[src/rtl/alu_addsub_seq_if.sv]
// Operand/result bundle for alu_addsub_seq: request channel (rs1/rs2/op) and
// response channel (rd + condition flags), each with its own valid/ready pair.
interface alu_addsub_seq_if #(
    parameter int WIDTH = 32
);
    // Handshakes: a transfer happens on a rising edge where valid and ready are
    // both high. A producer holds valid and its payload stable until that edge,
    // and valid never drops without a transfer. Ready may change freely.
    logic             in_valid;
    logic             in_ready;
    logic [1:0]       op;
    logic [WIDTH-1:0] rs1;
    logic [WIDTH-1:0] rs2;
    logic             out_valid;
    logic             out_ready;
    logic [WIDTH-1:0] rd;
    logic             flag_c;
    logic             flag_v;
    logic             flag_z;
    logic             flag_n;

    modport master (
        output in_valid, op, rs1, rs2, out_ready,
        input  in_ready, out_valid, rd, flag_c, flag_v, flag_z, flag_n
    );

    modport slave (
        input  in_valid, op, rs1, rs2, out_ready,
        output in_ready, out_valid, rd, flag_c, flag_v, flag_z, flag_n
    );
endinterface

[src/rtl/alu_addsub_seq.sv]
// Multi-cycle add/sub resolving CHUNK bits of the carry chain per cycle.
// Optional clamp on signed overflow when built with ALU_ADDSUB_SAT_EN.
module alu_addsub_seq #(
    parameter int WIDTH = 32,
    parameter int CHUNK = 8
) (
    input  logic               clk,
    input  logic               rst_n,
    alu_addsub_seq_if.slave    bus,
    output logic [1:0]         dbg_state
);
    localparam int NSLICE = WIDTH / CHUNK;
    localparam int KW     = (NSLICE > 1) ? $clog2(NSLICE) : 1;
    localparam logic [KW-1:0] K_LAST = KW'(NSLICE - 1);

    typedef enum logic [1:0] {
        IDLE = 2'd0,
        BUSY = 2'd1,
        DONE = 2'd2
    } state_t;

    state_t           state_q;
    state_t           state_d;

    logic [WIDTH-1:0] a_q;
    logic [WIDTH-1:0] b_q;
    logic [WIDTH-1:0] rd_q;
    logic             carry_q;
    logic [KW-1:0]    k_q;
    logic             flag_c_q;
    logic             flag_v_q;
    logic             flag_z_q;
    logic             flag_n_q;

    logic             accept;
    logic             last;
    logic [CHUNK-1:0] a_sl;
    logic [CHUNK-1:0] b_sl;
    logic [CHUNK:0]   sl_sum;
    logic [WIDTH-1:0] full_rd;
    logic [WIDTH-1:0] final_rd;
    logic             msb_cin;
    logic             ovf;

`ifdef ALU_ADDSUB_SAT_EN
    logic             sat_q;
`else
    logic             unused_op1;
    assign unused_op1 = bus.op[1];
`endif

    assign accept = bus.in_valid & bus.in_ready;
    assign last   = (state_q == BUSY) && (k_q == K_LAST);

    // ---------------- state register ----------------
    always_ff @(posedge clk or negedge rst_n) begin
        if (!rst_n) begin
            state_q <= IDLE;
        end else begin
            state_q <= state_d;
        end
    end

    // ---------------- next-state logic ----------------
    always_comb begin
        state_d = state_q;
        case (state_q)
            IDLE: if (accept) state_d = BUSY;
            BUSY: if (last) state_d = DONE;
            DONE: if (bus.out_ready) state_d = accept ? BUSY : IDLE;
            default: state_d = IDLE;
        endcase
    end

    // ---------------- output logic ----------------
    // DONE forwards out_ready to in_ready so a new request can overlap the drain.
    always_comb begin
        bus.in_ready  = 1'b0;
        bus.out_valid = 1'b0;
        case (state_q)
            IDLE: bus.in_ready = 1'b1;
            DONE: begin
                bus.out_valid = 1'b1;
                bus.in_ready  = bus.out_ready;
            end
            default: ;
        endcase
    end

    assign dbg_state  = state_q;
    assign bus.rd     = rd_q;
    assign bus.flag_c = flag_c_q;
    assign bus.flag_v = flag_v_q;
    assign bus.flag_z = flag_z_q;
    assign bus.flag_n = flag_n_q;

    // ---------------- slice adder ----------------
    assign a_sl   = a_q[k_q*CHUNK +: CHUNK];
    assign b_sl   = b_q[k_q*CHUNK +: CHUNK];
    assign sl_sum = {1'b0, a_sl} + {1'b0, b_sl} + {{CHUNK{1'b0}}, carry_q};

    // Carry into the MSB is recovered from the sum bit, so no CHUNK-1 split is needed.
    always_comb begin
        full_rd = rd_q;
        full_rd[k_q*CHUNK +: CHUNK] = sl_sum[CHUNK-1:0];
        msb_cin  = a_q[WIDTH-1] ^ b_q[WIDTH-1] ^ full_rd[WIDTH-1];
        ovf      = sl_sum[CHUNK] ^ msb_cin;
        final_rd = full_rd;
`ifdef ALU_ADDSUB_SAT_EN
        if (sat_q && ovf) begin
            final_rd = a_q[WIDTH-1] ? {1'b1, {(WIDTH-1){1'b0}}}
                                    : {1'b0, {(WIDTH-1){1'b1}}};
        end
`endif
    end

    // ---------------- datapath registers ----------------
    always_ff @(posedge clk or negedge rst_n) begin
        if (!rst_n) begin
            a_q      <= '0;
            b_q      <= '0;
            rd_q     <= '0;
            carry_q  <= 1'b0;
            k_q      <= '0;
            flag_c_q <= 1'b0;
            flag_v_q <= 1'b0;
            flag_z_q <= 1'b0;
            flag_n_q <= 1'b0;
`ifdef ALU_ADDSUB_SAT_EN
            sat_q    <= 1'b0;
`endif
        end else if (accept) begin
            a_q     <= bus.rs1;
            b_q     <= bus.op[0] ? ~bus.rs2 : bus.rs2;
            carry_q <= bus.op[0];
            k_q     <= '0;
`ifdef ALU_ADDSUB_SAT_EN
            sat_q   <= bus.op[1];
`endif
        end else if (state_q == BUSY) begin
            carry_q <= sl_sum[CHUNK];
            k_q     <= k_q + KW'(1);
            if (last) begin
                rd_q     <= final_rd;
                flag_c_q <= sl_sum[CHUNK];
                flag_v_q <= ovf;
                flag_z_q <= (final_rd == '0);
                flag_n_q <= final_rd[WIDTH-1];
            end else begin
                rd_q     <= full_rd;
            end
        end
    end
endmodule

[src/flat_wrapper.sv]
// flat-port wrapper written by rule: the top's interface ports become plain ports
module alu_addsub_seq_flat 
#(
    parameter int WIDTH = 32,
    parameter int CHUNK = 8
)
  (clk, rst_n, dbg_state, bus_in_valid, bus_op, bus_rs1, bus_rs2, bus_out_ready, bus_in_ready, bus_out_valid, bus_rd, bus_flag_c, bus_flag_v, bus_flag_z, bus_flag_n);
  alu_addsub_seq_if #(.WIDTH(WIDTH)) bus_i ();
  input  logic clk;
  input  logic rst_n;
  output logic [1:0] dbg_state;
  input wire logic [$bits(bus_i.in_valid)-1:0] bus_in_valid;
  input wire logic [$bits(bus_i.op)-1:0] bus_op;
  input wire logic [$bits(bus_i.rs1)-1:0] bus_rs1;
  input wire logic [$bits(bus_i.rs2)-1:0] bus_rs2;
  input wire logic [$bits(bus_i.out_ready)-1:0] bus_out_ready;
  output wire logic [$bits(bus_i.in_ready)-1:0] bus_in_ready;
  output wire logic [$bits(bus_i.out_valid)-1:0] bus_out_valid;
  output wire logic [$bits(bus_i.rd)-1:0] bus_rd;
  output wire logic [$bits(bus_i.flag_c)-1:0] bus_flag_c;
  output wire logic [$bits(bus_i.flag_v)-1:0] bus_flag_v;
  output wire logic [$bits(bus_i.flag_z)-1:0] bus_flag_z;
  output wire logic [$bits(bus_i.flag_n)-1:0] bus_flag_n;
  assign bus_i.in_valid = bus_in_valid;
  assign bus_i.op = bus_op;
  assign bus_i.rs1 = bus_rs1;
  assign bus_i.rs2 = bus_rs2;
  assign bus_i.out_ready = bus_out_ready;
  assign bus_in_ready = bus_i.in_ready;
  assign bus_out_valid = bus_i.out_valid;
  assign bus_rd = bus_i.rd;
  assign bus_flag_c = bus_i.flag_c;
  assign bus_flag_v = bus_i.flag_v;
  assign bus_flag_z = bus_i.flag_z;
  assign bus_flag_n = bus_i.flag_n;
  alu_addsub_seq #(.WIDTH(WIDTH), .CHUNK(CHUNK)) u_core (.clk(clk), .rst_n(rst_n), .bus(bus_i), .dbg_state(dbg_state));
endmodule
[config.mk]
export PLATFORM = sky130hd
export DESIGN_NAME = alu_addsub_seq_flat
export DESIGN_NICKNAME = d
export VERILOG_FILES = /design/src/rtl/alu_addsub_seq_if.sv /design/src/rtl/alu_addsub_seq.sv /design/src/flat_wrapper.sv
export SDC_FILE = /design/constraint.sdc
export NUM_CORES = 1
export LEC_CHECK = 0
export ABC_AREA = 0
export CAP_MARGIN = 20
export CORE_AREA = 2 2 152 124
export DETAILED_ROUTE_END_ITERATION = 7
export DIE_AREA = 0 0 154 126
export PLACE_DENSITY = 0.5
export SLEW_MARGIN = 20
export SYNTH_ARGS = -nofsm -noshare
export SYNTH_HDL_FRONTEND = slang
export SYNTH_SLANG_ARGS = --single-unit
[constraint.sdc]
create_clock -name clk -period 3.8 [get_ports clk]
set_input_delay 0.76 -clock clk [delete_from_list [all_inputs] [get_ports clk]]
set_output_delay 0.76 -clock clk [all_outputs]
set_load 0.02 [all_outputs]
==> results.py <==
metrics = {
    "setup_path": {
        "criticalPathCategory": "register to register",
        "reg2reg_depth": 9,
        "crit_fanout": 14,
        "cp.arrival_ns": 3.67,
        "required_ns": 4.03,
        "r2r_start": "u_core.k_q[0]",
        "rrSetupSlack_ns": 0.37,
        "worstReg2RegEnd": "u_core.bus.flag_z",
        "start_kind": "register",
        "end_kind": "register",
    },
    "synthesis": {
        "yosysSeqAreaShare_pct": 49.77,
        "synth.distinct_cells": 48,
        "synth_edf_count": 0,
        "netlist_area_um2": 5279,
        "synth.avg_cell_area_um2": 11.70,
        "synthFlopType": "dfrtp_1",
        "synth-seq-cells": 105,
        "ys_async_sr_fraction_pct": 100.0,
        "synth_fp_nets": 536,
        "ys_warn_count": 0,
        "synthCells": 451,
    },
    "clock_network": {
        "htreeDepth": 3,
        "clockBufferDepth": 2,
        "numClockSinks": 105,
        "cts_tree": "built",
        "cts_buffers": 9,
        "ctsResizeCount": 0,
        "cts_hold_buffers": 0,
        "cts_setup_buffers": 0,
        "path_clk_slew_ns": 0.07,
        "clk_latency_ns": 0.35,
        "cts_root_buf": "clkbuf_16",
    },
    "die": {
        "rows": 44,
        "fp.dieH_um": 126,
        "num_io_pins": 110,
        "dieArea_um2": 19400,
        "die_w_um": 154,
        "core_area_um2": 17890,
        "start_util_pct": 29.50,
    },
    "final_layout": {
        "syn2layout_area_growth_pct": 32.85,
        "fill_cells": 1730,
        "fin_cells": 796,
        "nNetsFinal": 646,
        "antenna_cells": 0,
        "drive_gt1_share_pct": 15.55,
    },
    "route": {
        "num_vias": 3944,
        "viasPerCell": 4.955,
        "route.detailed.drc": 0,
        "dr.first_iter.drc_count": 260,
        "final_antenna_net_count": 0,
        "drt-pass1-iter-count": 4,
        "wl_per_cell_um": 17.40,
        "drt_wl_total_mm": 13.85,
    },
    "min_path": {
        "min_path_type": "primary input to async pin",
    },
    "sta": {
        "setup_violations": 0,
        "period_share_pct": 90.28,
        "slew_headroom_pct": 39.78,
        "worst_slew_pin_slew_ns": 0.9032,
        "fin_skew_ns": 0.005929,
        "timing.setup.tns_ns": 0,
        "rsz0062_at_grt": "no",
        "drv_slew": 0,
        "fmax_ghz": 0.2915,
        "min_period_ns": 3.431,
        "whs_ns": 0.4106,
        "hold_violations": 0,
    },
    "status": {
        "status": "complete, no violations",
    },
    "grt": {
        "grt_max_degree": 69,
        "grt_pass1_vias": 4053,
        "grt_use_total_pct": 14.75,
        "antenna_found_initial": 1,
        "grt-ovfl-total": 0,
        "grt_pass1_wl_mm": 22.11,
    },
    "power_and_ir_drop": {
        "max-vdd-ir-drop_mv": 0.5384,
        "totalPowerFinal_w": 0.007617,
        "p_per_area_nw_per_um2": 1086,
        "p_leak_nw": 2.809,
    },
    "flow_run": {
        "max_cap_violations": 0,
    },
    "placement": {
        "dpl.hpwl_mm": 10.17,
        "placedCellCount": 780,
        "io_buffers": 108,
        "gp_congestion": 0.9162,
    },
}
-- per-stage QoR --
| step | setup WS [ns] | util [%] | instance area, um2 |
|---|---|---|---|
| final | 0.3694 | 39.20 | 7013 |
| after global placement | 0.3831 | 37.19 | 6654 |
| after floorplan | 0.3341 | - | 5279 |
| after CTS | 0.3660 | 39.20 | 7013 |
| after global routing | 0.1060 | 39.20 | 7013 |
| after detailed placement | 0.3845 | 37.34 | 6681 |
-- layout by cell type (no fill, tap or decap), types with 2 or more instances in the layout --
master and instances:
a211oi_1 4, a21oi_1 45, a22o_1 32, buf_4 16
bufinv_16 2, clkbuf_16 9, clkbuf_8 2, clkdlybuf4s50_1 106
clkinvlp_4 2, dfrtp_1 105, fa_1 2, ha_1 13
inv_1 4, mux2_2 33, mux4_2 16, nand2_1 16
nand2b_1 6, nand3b_1 4, nor2_1 46, nor2b_1 3
nor3_1 5, nor4_1 9, nor4bb_1 2, o21ai_0 7
o21bai_1 2, o22ai_1 3, o31ai_1 3, o41ai_1 2
xnor2_1 37, xor2_1 5
-- Yosys cell counts, drive strengths merged, types with 3 or more instances --
cell type	number	area share (%)
nand2	16	1.1
nand3b	4	0.57
a22o	32	5.3
mux2	33	7.0
dfrtp	105	50
buf	10	0.85
ha	13	3.1
xor2	5	0.83
o21ai	8	0.76
o22ai	3	0.36
nor2	46	3.3
nor4	9	1.1
a211oi	4	0.57
nor2b	3	0.36
nand2b	6	0.71
a21oi	45	4.3
xnor2	37	6.1
mux4	16	6.8
o31ai	3	0.43
nor3	5	0.47
inv	5	0.36
clkbuf	15	1.1
-- critical path, cell delays in order (launching register included) --
cell	delay, ns
dfrtp_1	0.47
buf_4	0.35
mux4_2	0.57
ha_1	0.52
a21oi_1	0.18
o221ai_1	0.25
xor2_1	0.54
o21ai_0	0.18
o2111ai_1	0.14
o31ai_1	0.10
-- worst max path at each step --
stage	endpoint	start	slack (ns)
final	u_core.bus.flag_z	u_core.k_q[0]	0.37
after global routing	u_core.bus.flag_z	u_core.k_q[0]	0.11
after CTS	u_core.bus.flag_z	u_core.k_q[0]	0.37
after detailed placement	u_core.bus.flag_z	u_core.k_q[0]	0.38
after global placement	u_core.bus.flag_z	u_core.k_q[0]	0.38
after floorplan	u_core.bus.flag_z	u_core.k_q[0]	0.33
-- layout make-up --
type / instances / area, um2 / area share [%]
Timing Repair Buffer: 124 / 1214 / 17.31
Tap cell: 230 / 287.8 / 4.103
Sequential cell: 105 / 2628 / 37.47
Clock buffer: 12 / 256.5 / 3.657
Inverter: 5 / 18.77 / 0.2676
Clock inverter: 4 / 75.07 / 1.070
Multi-Input combinational cell: 316 / 2534 / 36.13
-- metal layers --
metal	GRT usage, %	vias to the layer above	share of wire, %
li1	-	1867	-
met2	22.55	123	43
met3	5.299	14	7.5
met5	0	-	0.094
met4	3.408	2	1.1
met1	20.12	1938	48
-- registers in the layout (all words and copies together) (netlist names) --
register and cells:
u_core.a_q 32, u_core.b_q 32, u_core.bus.rd 32, u_core.dbg_state 2, u_core.k_q 2, u_core.bus.flag_c 1
u_core.bus.flag_n 1, u_core.bus.flag_v 1, u_core.bus.flag_z 1, u_core.carry_q 1
-- power by group --
| part | internal, W | switching (W) | total, W | leakage (nW) |
|---|---|---|---|---|
| combinational | 0.00197 | 0.00272 | 0.00469 | 1.37 |
| clock | 0.000614 | 0.000407 | 0.00102 | 0.155 |
| sequential | 0.00160 | 0.000308 | 0.00190 | 1.28 |
| total | 0.00418 | 0.00343 | 0.00762 | 2.81 |
-- cell families after synthesis --
logic type	after synthesis	synth area share (%)
AO/OA/AOI/OAI	109	13.87
XOR/XNOR	42	6.968
adder cells (fa/ha/maj)	15	3.840
buffers and inverters	30	2.275
flip-flops	105	49.77
multiplexers	49	13.87
AND/OR/NAND/NOR	101	9.410
Power figures use the tool's default switching activity.
